**config.mk**
```make
export PLATFORM = sky130hd
export DESIGN_NAME = alu_mc
export DESIGN_NICKNAME = d
export VERILOG_FILES = /design/src/rtl/alu_mc.sv
export SDC_FILE = /design/constraint.sdc
export NUM_CORES = 1
export LEC_CHECK = 0
export ABC_AREA = 0
export CAP_MARGIN = 40
export CORE_MARGIN = 5
export CORE_UTILIZATION = 35
export DETAILED_ROUTE_END_ITERATION = 12
export PLACE_DENSITY_LB_ADDON = 0.25
export SYNTH_ARGS = -nofsm -noshare
export SYNTH_HDL_FRONTEND = slang
export SYNTH_SLANG_ARGS = --single-unit
```
**constraint.sdc**
```tcl
create_clock -name clk -period 3.6 [get_ports clk]
set_clock_uncertainty 0.05 [all_clocks]
set_input_delay 0.54 -clock clk [delete_from_list [all_inputs] [get_ports clk]]
set_output_delay 0.54 -clock clk [all_outputs]
set_load 0.05 [all_outputs]
```
**src/rtl/alu_mc.sv**
```systemverilog
// alu_mc: width-generic multi-cycle ALU for the PIC16F-style core.
// Single-cycle byte ops complete one cycle after acceptance. Unsigned mul
// (shift-add) and div (restoring) iterate once per bit. All outputs are
// registered, and results and flag values hold until the next done pulse.
module alu_mc #(
    parameter int WIDTH = 8
) (
    input  logic             clk,
    input  logic             rst,
    input  logic             start,
    input  logic [3:0]       op,
    input  logic [WIDTH-1:0] op_w,
    input  logic [WIDTH-1:0] op_lf,
    input  logic             c_in,
    input  logic             d,
    input  logic             d_wr_en,
    input  logic             status_wr_en,
    output logic             busy,
    output logic             done,
    output logic [WIDTH-1:0] result,
    output logic [WIDTH-1:0] result_hi,
    output logic             w_wr_en,
    output logic             f_wr_en,
    output logic             z,
    output logic             dc,
    output logic             c,
    output logic             z_wr_en,
    output logic             dc_wr_en,
    output logic             c_wr_en
);

    localparam int CW = $clog2(WIDTH + 1);
    localparam logic [CW-1:0]    CNT_LOAD = CW'(WIDTH);
    localparam logic [CW-1:0]    CNT_ONE  = {{(CW-1){1'b0}}, 1'b1};
    localparam logic [CW-1:0]    CNT_ZERO = {CW{1'b0}};
    localparam logic [WIDTH-1:0] W_ZERO   = {WIDTH{1'b0}};
    localparam logic [WIDTH-1:0] W_ONE    = {{(WIDTH-1){1'b0}}, 1'b1};

    localparam logic [3:0] OP_ADD    = 4'd0;
    localparam logic [3:0] OP_AND    = 4'd1;
    localparam logic [3:0] OP_CLR    = 4'd2;
    localparam logic [3:0] OP_COM    = 4'd3;
    localparam logic [3:0] OP_DEC    = 4'd4;
    localparam logic [3:0] OP_INC    = 4'd5;
    localparam logic [3:0] OP_OR     = 4'd6;
    localparam logic [3:0] OP_PASSLF = 4'd7;
    localparam logic [3:0] OP_PASSW  = 4'd8;
    localparam logic [3:0] OP_RLF    = 4'd9;
    localparam logic [3:0] OP_RRF    = 4'd10;
    localparam logic [3:0] OP_SUB    = 4'd11;
    localparam logic [3:0] OP_SWAPF  = 4'd12;
    localparam logic [3:0] OP_XOR    = 4'd13;
    localparam logic [3:0] OP_MUL    = 4'd14;

    typedef enum logic [0:0] {
        S_IDLE = 1'b0,
        S_RUN  = 1'b1
    } state_t;

    // Control state
    state_t         state_q;
    logic [CW-1:0]  cnt_q;
    logic           pend_q;      // single-cycle op accepted last cycle

    // Captured operands of the op in flight
    logic [3:0]       cap_op_q;
    logic [WIDTH-1:0] cap_w_q;
    logic [WIDTH-1:0] cap_lf_q;
    logic             cap_cin_q;
    logic             cap_d_q;
    logic             cap_dwr_q;
    logic             cap_swr_q;

    // Iterative datapath: mul holds {partial high, multiplier/low},
    // div holds {remainder, dividend/quotient}
    logic [WIDTH-1:0] acc_hi_q;
    logic [WIDTH-1:0] acc_lo_q;
    logic [WIDTH-1:0] iter_hi_d;
    logic [WIDTH-1:0] iter_lo_d;

    // Registered outputs
    logic             busy_q;
    logic             done_q;
    logic [WIDTH-1:0] result_q;
    logic [WIDTH-1:0] result_hi_q;
    logic             w_wr_en_q;
    logic             f_wr_en_q;
    logic             z_q;
    logic             dc_q;
    logic             c_q;
    logic             z_wr_en_q;
    logic             dc_wr_en_q;
    logic             c_wr_en_q;

    // Single-cycle ALU combinational results
    logic [WIDTH:0]   sum_s;
    logic [WIDTH-1:0] alu_res_s;
    logic             alu_c_s;
    logic             alu_dc_s;
    logic             alu_zwr_s;   // op affects Z
    logic             alu_dcwr_s;  // op affects DC
    logic             alu_cwr_s;   // op affects C

    // Iteration helpers
    logic [WIDTH:0]   mul_sum_s;
    logic [WIDTH:0]   rem_sh_s;
    logic             div_ge_s;
    logic [WIDTH-1:0] div_sub_s;
    logic             div_zero_s;

    assign sum_s      = {1'b0, cap_w_q} + {1'b0, cap_lf_q};
    assign div_zero_s = (cap_w_q == W_ZERO);

    // Result and flag behaviour of the single-cycle operations
    always_comb begin
        alu_res_s  = W_ZERO;
        alu_c_s    = 1'b0;
        alu_dc_s   = 1'b0;
        alu_zwr_s  = 1'b0;
        alu_dcwr_s = 1'b0;
        alu_cwr_s  = 1'b0;
        case (cap_op_q)
            OP_ADD: begin
                alu_res_s  = sum_s[WIDTH-1:0];
                alu_c_s    = sum_s[WIDTH];
                alu_dc_s   = (({1'b0, cap_w_q[3:0]} + {1'b0, cap_lf_q[3:0]}) > 5'd15);
                alu_zwr_s  = 1'b1;
                alu_dcwr_s = 1'b1;
                alu_cwr_s  = 1'b1;
            end
            OP_SUB: begin
                // C and DC are not-borrow flags
                alu_res_s  = cap_lf_q - cap_w_q;
                alu_c_s    = (cap_lf_q >= cap_w_q);
                alu_dc_s   = (cap_lf_q[3:0] >= cap_w_q[3:0]);
                alu_zwr_s  = 1'b1;
                alu_dcwr_s = 1'b1;
                alu_cwr_s  = 1'b1;
            end
            OP_AND: begin
                alu_res_s = cap_w_q & cap_lf_q;
                alu_zwr_s = 1'b1;
            end
            OP_CLR: begin
                alu_res_s = W_ZERO;
                alu_zwr_s = 1'b1;
            end
            OP_COM: begin
                alu_res_s = ~cap_lf_q;
                alu_zwr_s = 1'b1;
            end
            OP_DEC: begin
                alu_res_s = cap_lf_q - W_ONE;
                alu_zwr_s = 1'b1;
            end
            OP_INC: begin
                alu_res_s = cap_lf_q + W_ONE;
                alu_zwr_s = 1'b1;
            end
            OP_OR: begin
                alu_res_s = cap_w_q | cap_lf_q;
                alu_zwr_s = 1'b1;
            end
            OP_PASSLF: begin
                alu_res_s = cap_lf_q;
                alu_zwr_s = 1'b1;
            end
            OP_PASSW: begin
                alu_res_s = cap_w_q;
                alu_zwr_s = 1'b1;
            end
            OP_XOR: begin
                alu_res_s = cap_w_q ^ cap_lf_q;
                alu_zwr_s = 1'b1;
            end
            OP_RLF: begin
                alu_res_s = {cap_lf_q[WIDTH-2:0], cap_cin_q};
                alu_c_s   = cap_lf_q[WIDTH-1];
                alu_cwr_s = 1'b1;
            end
            OP_RRF: begin
                alu_res_s = {cap_cin_q, cap_lf_q[WIDTH-1:1]};
                alu_c_s   = cap_lf_q[0];
                alu_cwr_s = 1'b1;
            end
            OP_SWAPF: begin
                alu_res_s = {cap_lf_q[WIDTH/2-1:0], cap_lf_q[WIDTH-1:WIDTH/2]};
            end
            default: begin
                // mul/div results come from the iterative datapath
                alu_res_s = W_ZERO;
            end
        endcase
    end

    // Next accumulator value for one mul (shift-add) or div (restoring) step
    always_comb begin
        mul_sum_s = {1'b0, acc_hi_q};
        if (acc_lo_q[0]) begin
            mul_sum_s = {1'b0, acc_hi_q} + {1'b0, cap_lf_q};
        end else begin
            mul_sum_s = {1'b0, acc_hi_q};
        end
        rem_sh_s  = {acc_hi_q, acc_lo_q[WIDTH-1]};
        div_ge_s  = (rem_sh_s >= {1'b0, cap_w_q});
        // When the trial subtraction succeeds the true difference is below
        // the divisor, so the low WIDTH bits are exact.
        div_sub_s = rem_sh_s[WIDTH-1:0] - cap_w_q;
        if (cap_op_q == OP_MUL) begin
            iter_hi_d = mul_sum_s[WIDTH:1];
            iter_lo_d = {mul_sum_s[0], acc_lo_q[WIDTH-1:1]};
        end else if (div_ge_s) begin
            iter_hi_d = div_sub_s;
            iter_lo_d = {acc_lo_q[WIDTH-2:0], 1'b1};
        end else begin
            iter_hi_d = rem_sh_s[WIDTH-1:0];
            iter_lo_d = {acc_lo_q[WIDTH-2:0], 1'b0};
        end
    end

    // Control FSM, operand capture, iteration and registered outputs
    always_ff @(posedge clk) begin
        if (rst) begin
            state_q     <= S_IDLE;
            cnt_q       <= CNT_ZERO;
            pend_q      <= 1'b0;
            cap_op_q    <= 4'd0;
            cap_w_q     <= W_ZERO;
            cap_lf_q    <= W_ZERO;
            cap_cin_q   <= 1'b0;
            cap_d_q     <= 1'b0;
            cap_dwr_q   <= 1'b0;
            cap_swr_q   <= 1'b0;
            acc_hi_q    <= W_ZERO;
            acc_lo_q    <= W_ZERO;
            busy_q      <= 1'b0;
            done_q      <= 1'b0;
            result_q    <= W_ZERO;
            result_hi_q <= W_ZERO;
            w_wr_en_q   <= 1'b0;
            f_wr_en_q   <= 1'b0;
            z_q         <= 1'b0;
            dc_q        <= 1'b0;
            c_q         <= 1'b0;
            z_wr_en_q   <= 1'b0;
            dc_wr_en_q  <= 1'b0;
            c_wr_en_q   <= 1'b0;
        end else begin
            // Pulse and strobes are zero unless this edge completes an op
            done_q     <= 1'b0;
            w_wr_en_q  <= 1'b0;
            f_wr_en_q  <= 1'b0;
            z_wr_en_q  <= 1'b0;
            dc_wr_en_q <= 1'b0;
            c_wr_en_q  <= 1'b0;
            case (state_q)
                S_IDLE: begin
                    busy_q <= 1'b0;
                    pend_q <= 1'b0;
                    if (pend_q) begin
                        result_q    <= alu_res_s;
                        result_hi_q <= W_ZERO;
                        z_q         <= (alu_res_s == W_ZERO);
                        if (alu_cwr_s) begin
                            c_q <= alu_c_s;
                        end
                        if (alu_dcwr_s) begin
                            dc_q <= alu_dc_s;
                        end
                        z_wr_en_q   <= cap_swr_q & alu_zwr_s;
                        dc_wr_en_q  <= cap_swr_q & alu_dcwr_s;
                        c_wr_en_q   <= cap_swr_q & alu_cwr_s;
                        w_wr_en_q   <= cap_dwr_q & ~cap_d_q;
                        f_wr_en_q   <= cap_dwr_q & cap_d_q;
                        done_q      <= 1'b1;
                    end
                    if (start) begin
                        cap_op_q  <= op;
                        cap_w_q   <= op_w;
                        cap_lf_q  <= op_lf;
                        cap_cin_q <= c_in;
                        cap_d_q   <= d;
                        cap_dwr_q <= d_wr_en;
                        cap_swr_q <= status_wr_en;
                        if (op >= OP_MUL) begin
                            state_q  <= S_RUN;
                            cnt_q    <= CNT_LOAD;
                            acc_hi_q <= W_ZERO;
                            if (op == OP_MUL) begin
                                acc_lo_q <= op_w;
                            end else begin
                                acc_lo_q <= op_lf;
                            end
                        end else begin
                            pend_q <= 1'b1;
                        end
                    end
                end
                S_RUN: begin
                    if (cnt_q != CNT_ZERO) begin
                        cnt_q    <= cnt_q - CNT_ONE;
                        busy_q   <= 1'b1;
                        acc_hi_q <= iter_hi_d;
                        acc_lo_q <= iter_lo_d;
                    end else begin
                        state_q     <= S_IDLE;
                        busy_q      <= 1'b0;
                        result_q    <= acc_lo_q;
                        result_hi_q <= acc_hi_q;
                        if (cap_op_q == OP_MUL) begin
                            z_q <= ({acc_hi_q, acc_lo_q} == {(2*WIDTH){1'b0}});
                        end else begin
                            // Divide by zero naturally yields all-ones quotient
                            // and the dividend as remainder.
                            z_q       <= (acc_lo_q == W_ZERO);
                            c_q       <= div_zero_s;
                            c_wr_en_q <= cap_swr_q;
                        end
                        z_wr_en_q <= cap_swr_q;
                        w_wr_en_q <= cap_dwr_q & ~cap_d_q;
                        f_wr_en_q <= cap_dwr_q & cap_d_q;
                        done_q    <= 1'b1;
                    end
                end
                default: begin
                    state_q <= S_IDLE;
                    cnt_q   <= CNT_ZERO;
                    busy_q  <= 1'b0;
                end
            endcase
        end
    end

    assign busy      = busy_q;
    assign done      = done_q;
    assign result    = result_q;
    assign result_hi = result_hi_q;
    assign w_wr_en   = w_wr_en_q;
    assign f_wr_en   = f_wr_en_q;
    assign z         = z_q;
    assign dc        = dc_q;
    assign c         = c_q;
    assign z_wr_en   = z_wr_en_q;
    assign dc_wr_en  = dc_wr_en_q;
    assign c_wr_en   = c_wr_en_q;

endmodule

```
## Word-level counts from Yosys, hierarchy flattened

Cells that the tools add are included.

- Flip-flop bits (word level): 72
- Output and inout port bits: 26
- Logic and storage cells: 148

- $add $sub $neg: 8
- $lt $le $gt $ge: 5
- Equal/unequal tests: 22
- Mux-type cells: 62
- Bitwise logic cells: 12
- Reduce and logical (&&, ||, !) cells: 15

Operators by type and width:

| cell | count |
|---|---|
| two-way mux 8 bit | 14 |
| one-hot mux 8 bit (13 select lines) | 1 |
| one-hot mux 8 bit (2 select lines) | 4 |
| equality test 4 bit (second input constant) | 8 |
| two-way mux 1 bit | 27 |
| logical NOT 8 bit | 3 |
| one-hot mux 1 bit (2 select lines) | 10 |
| adder 8 x 8 -> 9 bit | 2 |
| equality test 4 x 3 -> 1 bit (second input constant) | 4 |
| logical NOT 16 bit | 1 |
| subtractor 8 bit | 2 |
| two-way mux 4 bit | 3 |
| inequality test 2 bit (second input constant) | 6 |
| OR reduction 11 bit | 1 |
| >= comparator 9 x 8 -> 1 bit | 1 |
| two-way mux 9 bit | 1 |
| adder 8 x 1 -> 8 bit (second input constant) | 1 |
| bitwise AND 8 bit | 1 |
| equality test 4 x 2 -> 1 bit (second input constant) | 2 |
| >= comparator 8 bit | 1 |
| NOT 8 bit | 1 |
| bitwise OR 8 bit | 1 |
| one-hot mux 4 bit (2 select lines) | 1 |
| subtractor 8 x 1 -> 8 bit (second input constant) | 1 |
| 19 further kinds | 27 |

## Logic depth before layout (Yosys ltp)

- Depth in word-level cells: 6
- Gate-level depth with buffers: 13

## Worst setup path after synthesis

OpenSTA, ideal clock, no wires.

- Kind: flip-flop to flip-flop
- From: register cap_w_q[1]
- To: register acc_hi_q[2]
- Library setup time: 0.130 ns
- Data arrival time: 2.499 ns
- Setup slack: 0.921 ns
- Stages on the path, launching flop included: 10
- Path buffers: 0
- Cell sequence: dfxtp_1 > inv_1 > ha_1 > nor2b_1 > o31a_1 > o41a_1 > a31oi_4 > mux2_1 > a21oi_1 > nor3_2

- Cells in the longest elaborated chain, start to end: 5
- Elaborated cells between the ends (all ways): 6
- Classes of those cells: 1 x add/sub; 1 x order compare; 4 x mux

Ends and longest elaborated chain:

| what | line | text |
|---|---|---|
| from (decl) | 67 | `logic [WIDTH-1:0] cap_w_q;` |
| from (signal assigned) | 279 | `cap_w_q <= op_w;` |
| subtractor 8 bit or >= comparator 9 x 8 -> 1 bit (tied branches) | 208, 205 |  |
| two-way mux 8 bit * | 212 | `end else if (div_ge_s) begin` |
| two-way mux 8 bit * | 209 | `if (cap_op_q == OP_MUL) begin` |
| two-way mux 8 bit * | 300 | `if (cnt_q != CNT_ZERO) begin` |
| one-hot mux 8 bit (2 select lines) * | 256 | `case (state_q)` |
| to (signal assigned) | 303 | `acc_hi_q <= iter_hi_d;` |
| to (decl) | 76 | `logic [WIDTH-1:0] acc_hi_q;` |

Every way passes the cells marked *; elsewhere a longest branch is shown, timed or not. The select of a mux whose other input is x is not followed.
A chain may end at the register's enable or synchronous reset.

## Worst setup path in the final report

- From: register cap_w_q[1]
- To: register result_q[7] (netlist: result[7])

- Cells in the longest elaborated chain, start to end: 4
- Elaborated cells between the ends (all ways): 5
- Classes of those cells: 2 x add/sub; 3 x mux

Ends and longest elaborated chain:

| what | line | text |
|---|---|---|
| subtractor 8 bit or adder 8 x 8 -> 9 bit (tied branches) | 133, 111 |  |
| one-hot mux 8 bit (13 select lines) * | 122 | `case (cap_op_q)` |
| two-way mux 8 bit * | 260 | `if (pend_q) begin` |
| one-hot mux 8 bit (2 select lines) * | 256 |  |
| to (signal assigned) | 261 | `result_q <= alu_res_s;` |
| to (signal assigned) | 308 | `result_q <= acc_lo_q;` |
| to (decl) | 84 | `logic [WIDTH-1:0] result_q;` |

Marks and branches as above.

==> impl_results.md <==
- Netlist cell types: 72
- Post-synth EDFFs: 0
- # DRC: 0
- Final number of hold-violating endpoints: 0
- Hold slack final: 0.3858 ns
- YS warnings: 0
- Core Rows: 47
- Fin nets: 913
- Root Driver: clkbuf_16
- Initial antenna violation count: 1
- Initial DRC count: 430
- Maxcap violations: 0
- Post-synth ARST share: 0%
- Combinational Power Share: 25.4%
- Via density: 5.740
- Post-Syn Instances: 797
- End of the worst register-to-register path: result[7]
- Pint: 1.720 mW
- CTS resizes: 0
- ANT cells: 0
- Layout Area Growth over Synthesis: 17.98%
- Mean Syn Cell Area: 7.518 sq um
- DP HPWL: 15710 um
- Core Box Area: 16700 sq um
- H-tree depth: 3
- Maximum VDD drop: 0.0002180 V
- Sw Pwr: 788.9 uW
- Post-synth top flop: dfxtp_1
- Sequential share of power: 34.1%
- Total number of vias: 6073
- Reg2Reg Launch Point: cap_w_q[1]
- Switching power share of the total: 31.45%
- Status: completed
- 1st-pass router iterations: 5
- Layout cells sized above 1: 7.160%
- Setup TNS: 0 ns
- Initial Util: 35.88%
- Hold EP: w_wr_en
- Area contributors post-synth: dfxtp_1 24%, ha_1 10%, a21oi_1 8.4%
- Hold buffer count at CTS: 0
- CP required: 3.74 ns
- Hold WC Path Type: register to register
- Seq/Total Area, Yosys: 24.06%
- Critical Path AT: 3.09 ns
- DRT antenna net count: 0
- Largest net degree at the start of global routing: 44
- Hold path depth: 1
- Pleak: 2.669 nW
- Top Ports: 53
- Total GRT Usage: 20.62%
- Fin crit share: 82.02%
- Skew-Pair Late Insertion Delay: 0.35 ns
- RSZ-0062 raised after global routing: no
- Drt total wl: 20950 um
- Clock buffer count from CTS: 9
- Multi-input gate area: 4182 sq um
- CP Launch Type: register
- Register-to-Register Path Depth: 9
- Worst-margin pin slew: 0.8645 ns
- CP max FO: 6
- Clock sinks: 72
- Largest area contributor in the netlist: dfxtp_1
- Clock power frac: 40.6%
- PD cells: 354.9 nW/um^2
- Die Ht: 140.8 um
- Setup violations, final: 0
- CP Class: register to register
- Die area: 19840 sq um
- Final Max Tran Viols: 0
- Post-CTS Setup Bufs: 0
- Synth Net Count: 877
- Grt ovf: 0
- Total power: 2.509 mW
- Fillers: 1748
- Gpl congestion: 0.9928
- Reg clk slew, reported paths: 0.06 ns
- Number of global-route vias before repair: 5752
- Min-delay src: cap_d_q
- Flip-flop and latch area: 1441 sq um
- Worst Setup End Kind: register
- Synthesized area: 5992 sq um
- Share of the synthesized area in the top cell type: 24.06%
- WL/cell: 19.80 um
- Slew HR: 42.37%
- Die X: 140.8 um
- Synthesized flop and latch total: 72
- Reg2reg setup slack: 0.65 ns
- CTS tree: yes
- Port Buffer Count: 52
- Clk buf depth: 2
- First-pass GRT wire length: 32330 um
- Fin crit period: 2.953 ns
- Fmax: 338.7 MHz
-- layout make-up --
type	count	share of cell area (%)
repair buffers	76	9.841
well taps	220	3.894
clock buffers	12	3.628
clock inverters	4	1.080
multi-input cells	636	59.15
inverters	38	2.018
flip-flops and latches	72	20.39
-- layout by cell type (no fill, tap or decap), drive strengths merged, types with 4 or more instances in the layout --
master | Yosys | layout
clkdlybuf4s50 | 0 | 51
xor2 | 12 | 12
nor2b | 26 | 26
nand2b | 17 | 17
buf | 20 | 25
nand3b | 5 | 5
dfxtp | 72 | 72
nor2 | 51 | 51
nand4 | 8 | 8
nand2 | 109 | 109
a22oi | 7 | 7
a21oi | 103 | 103
o22ai | 5 | 5
nand3 | 24 | 24
a311oi | 6 | 6
and3 | 4 | 4
mux2i | 14 | 14
xnor2 | 12 | 12
a31oi | 5 | 5
fa | 5 | 5
o21bai | 6 | 6
inv | 38 | 38
clkbuf | 31 | 12
o211ai | 7 | 7
nor3 | 17 | 17
o21ai | 33 | 33
ha | 48 | 48
a22o | 6 | 6
a211oi | 15 | 15
mux2 | 6 | 6
nor4 | 13 | 13
a21o | 8 | 8
o32ai | 4 | 4
-- synth_stat cells, types with 4 or more instances --
| cell | n |
|---|---|
| a211oi_1 | 15 |
| a21o_1 | 8 |
| a21oi_1 | 101 |
| a22o_1 | 6 |
| a22oi_1 | 7 |
| a311oi_1 | 6 |
| a31oi_1 | 4 |
| and3_1 | 4 |
| buf_2 | 17 |
| clkbuf_1 | 31 |
| dfxtp_1 | 72 |
| fa_1 | 5 |
| ha_1 | 48 |
| inv_1 | 38 |
| mux2_2 | 5 |
| mux2i_1 | 14 |
| nand2_1 | 108 |
| nand2b_1 | 17 |
| nand3_1 | 24 |
| nand3b_1 | 5 |
| nand4_1 | 8 |
| nor2_1 | 51 |
| nor2b_1 | 26 |
| nor3_1 | 16 |
| nor4_1 | 13 |
| o211ai_1 | 7 |
| o21ai_0 | 31 |
| o21bai_1 | 6 |
| o22ai_1 | 5 |
| o32ai_1 | 4 |
| xnor2_1 | 12 |
| xor2_1 | 12 |
-- critical path, stage by stage (launching register included) --
cell	delay (ns)
dfxtp_1	0.44
inv_1	0.19
ha_1	0.39
o21bai_1	0.24
nor4b_2	0.35
o31ai_1	0.15
a221o_1	0.32
a221o_1	0.39
o21ai_0	0.20
a21oi_1	0.08
-- stage by stage --
stage	instance area, sq um	utilization (%)	setup slack [ns]	instances
global route	7069	42.33	0.4612	1058
floorplan	5992	-	0.9206	797
CTS	7069	42.33	0.6639	1058
finish	7069	42.33	0.6472	1058
detailed placement	6736	40.34	0.6846	1042
global placement	6729	40.29	0.6525	1041
-- routing by layer --
metal	routed length (um)	part of all wire, %	vias up	track usage (%)
li1	-	-	2938	-
met1	9392	45	2870	26.90
met2	9445	45	219	32.66
met3	1381	6.6	46	4.504
met4	729	3.5	0	9.281
met5	0	0	-	0
-- logic make-up (layout without fill, tap and decap cells) --
logic type | after synthesis | after routing | share of synthesized area [%]
simple gates | 289 | 289 | 23.22
compound gates | 249 | 249 | 27.38
buf+inv | 89 | 130 | 6.306
flops | 72 | 72 | 24.06
fa+ha+maj | 53 | 53 | 11.69
xor+xnor | 24 | 24 | 3.508
mux | 21 | 21 | 3.842
-- worst max-delay path by stage --
stage,from,endpoint,slack [ns],depth (start not counted)
6_report,cap_w_q[1],result[7],0.65,9
3_3_place_gp,cap_w_q[1],result[7],0.65,9
3_5_place_dp,cap_w_q[1],result[7],0.68,9
4_1_cts,cap_w_q[1],result[7],0.66,9
5_1_grt,cap_w_q[1],result[7],0.46,9
2_1_floorplan,cap_w_q[1],acc_hi_q[2],0.92,9
-- power groups by stage --
stage                     Sequential, mW  Clock, mW  Combinational, mW
after floorplan                    0.895          0              0.404
after global placement             0.872          0              0.627
after detailed placement           0.872          0              0.624
after CTS                          0.855       1.04              0.627
after global routing               0.857       1.06              0.686
final                              0.855       1.02              0.636
-- registers in the layout, indices dropped and copies added (netlist names), 4 cells and up --
register   count
acc_hi_q       8
acc_lo_q       8
cap_lf_q       8
cap_w_q        8
result         8
result_hi      8
cap_op_q       4
cnt_q          4
Note: power is estimated with default switching activity, not from simulation.
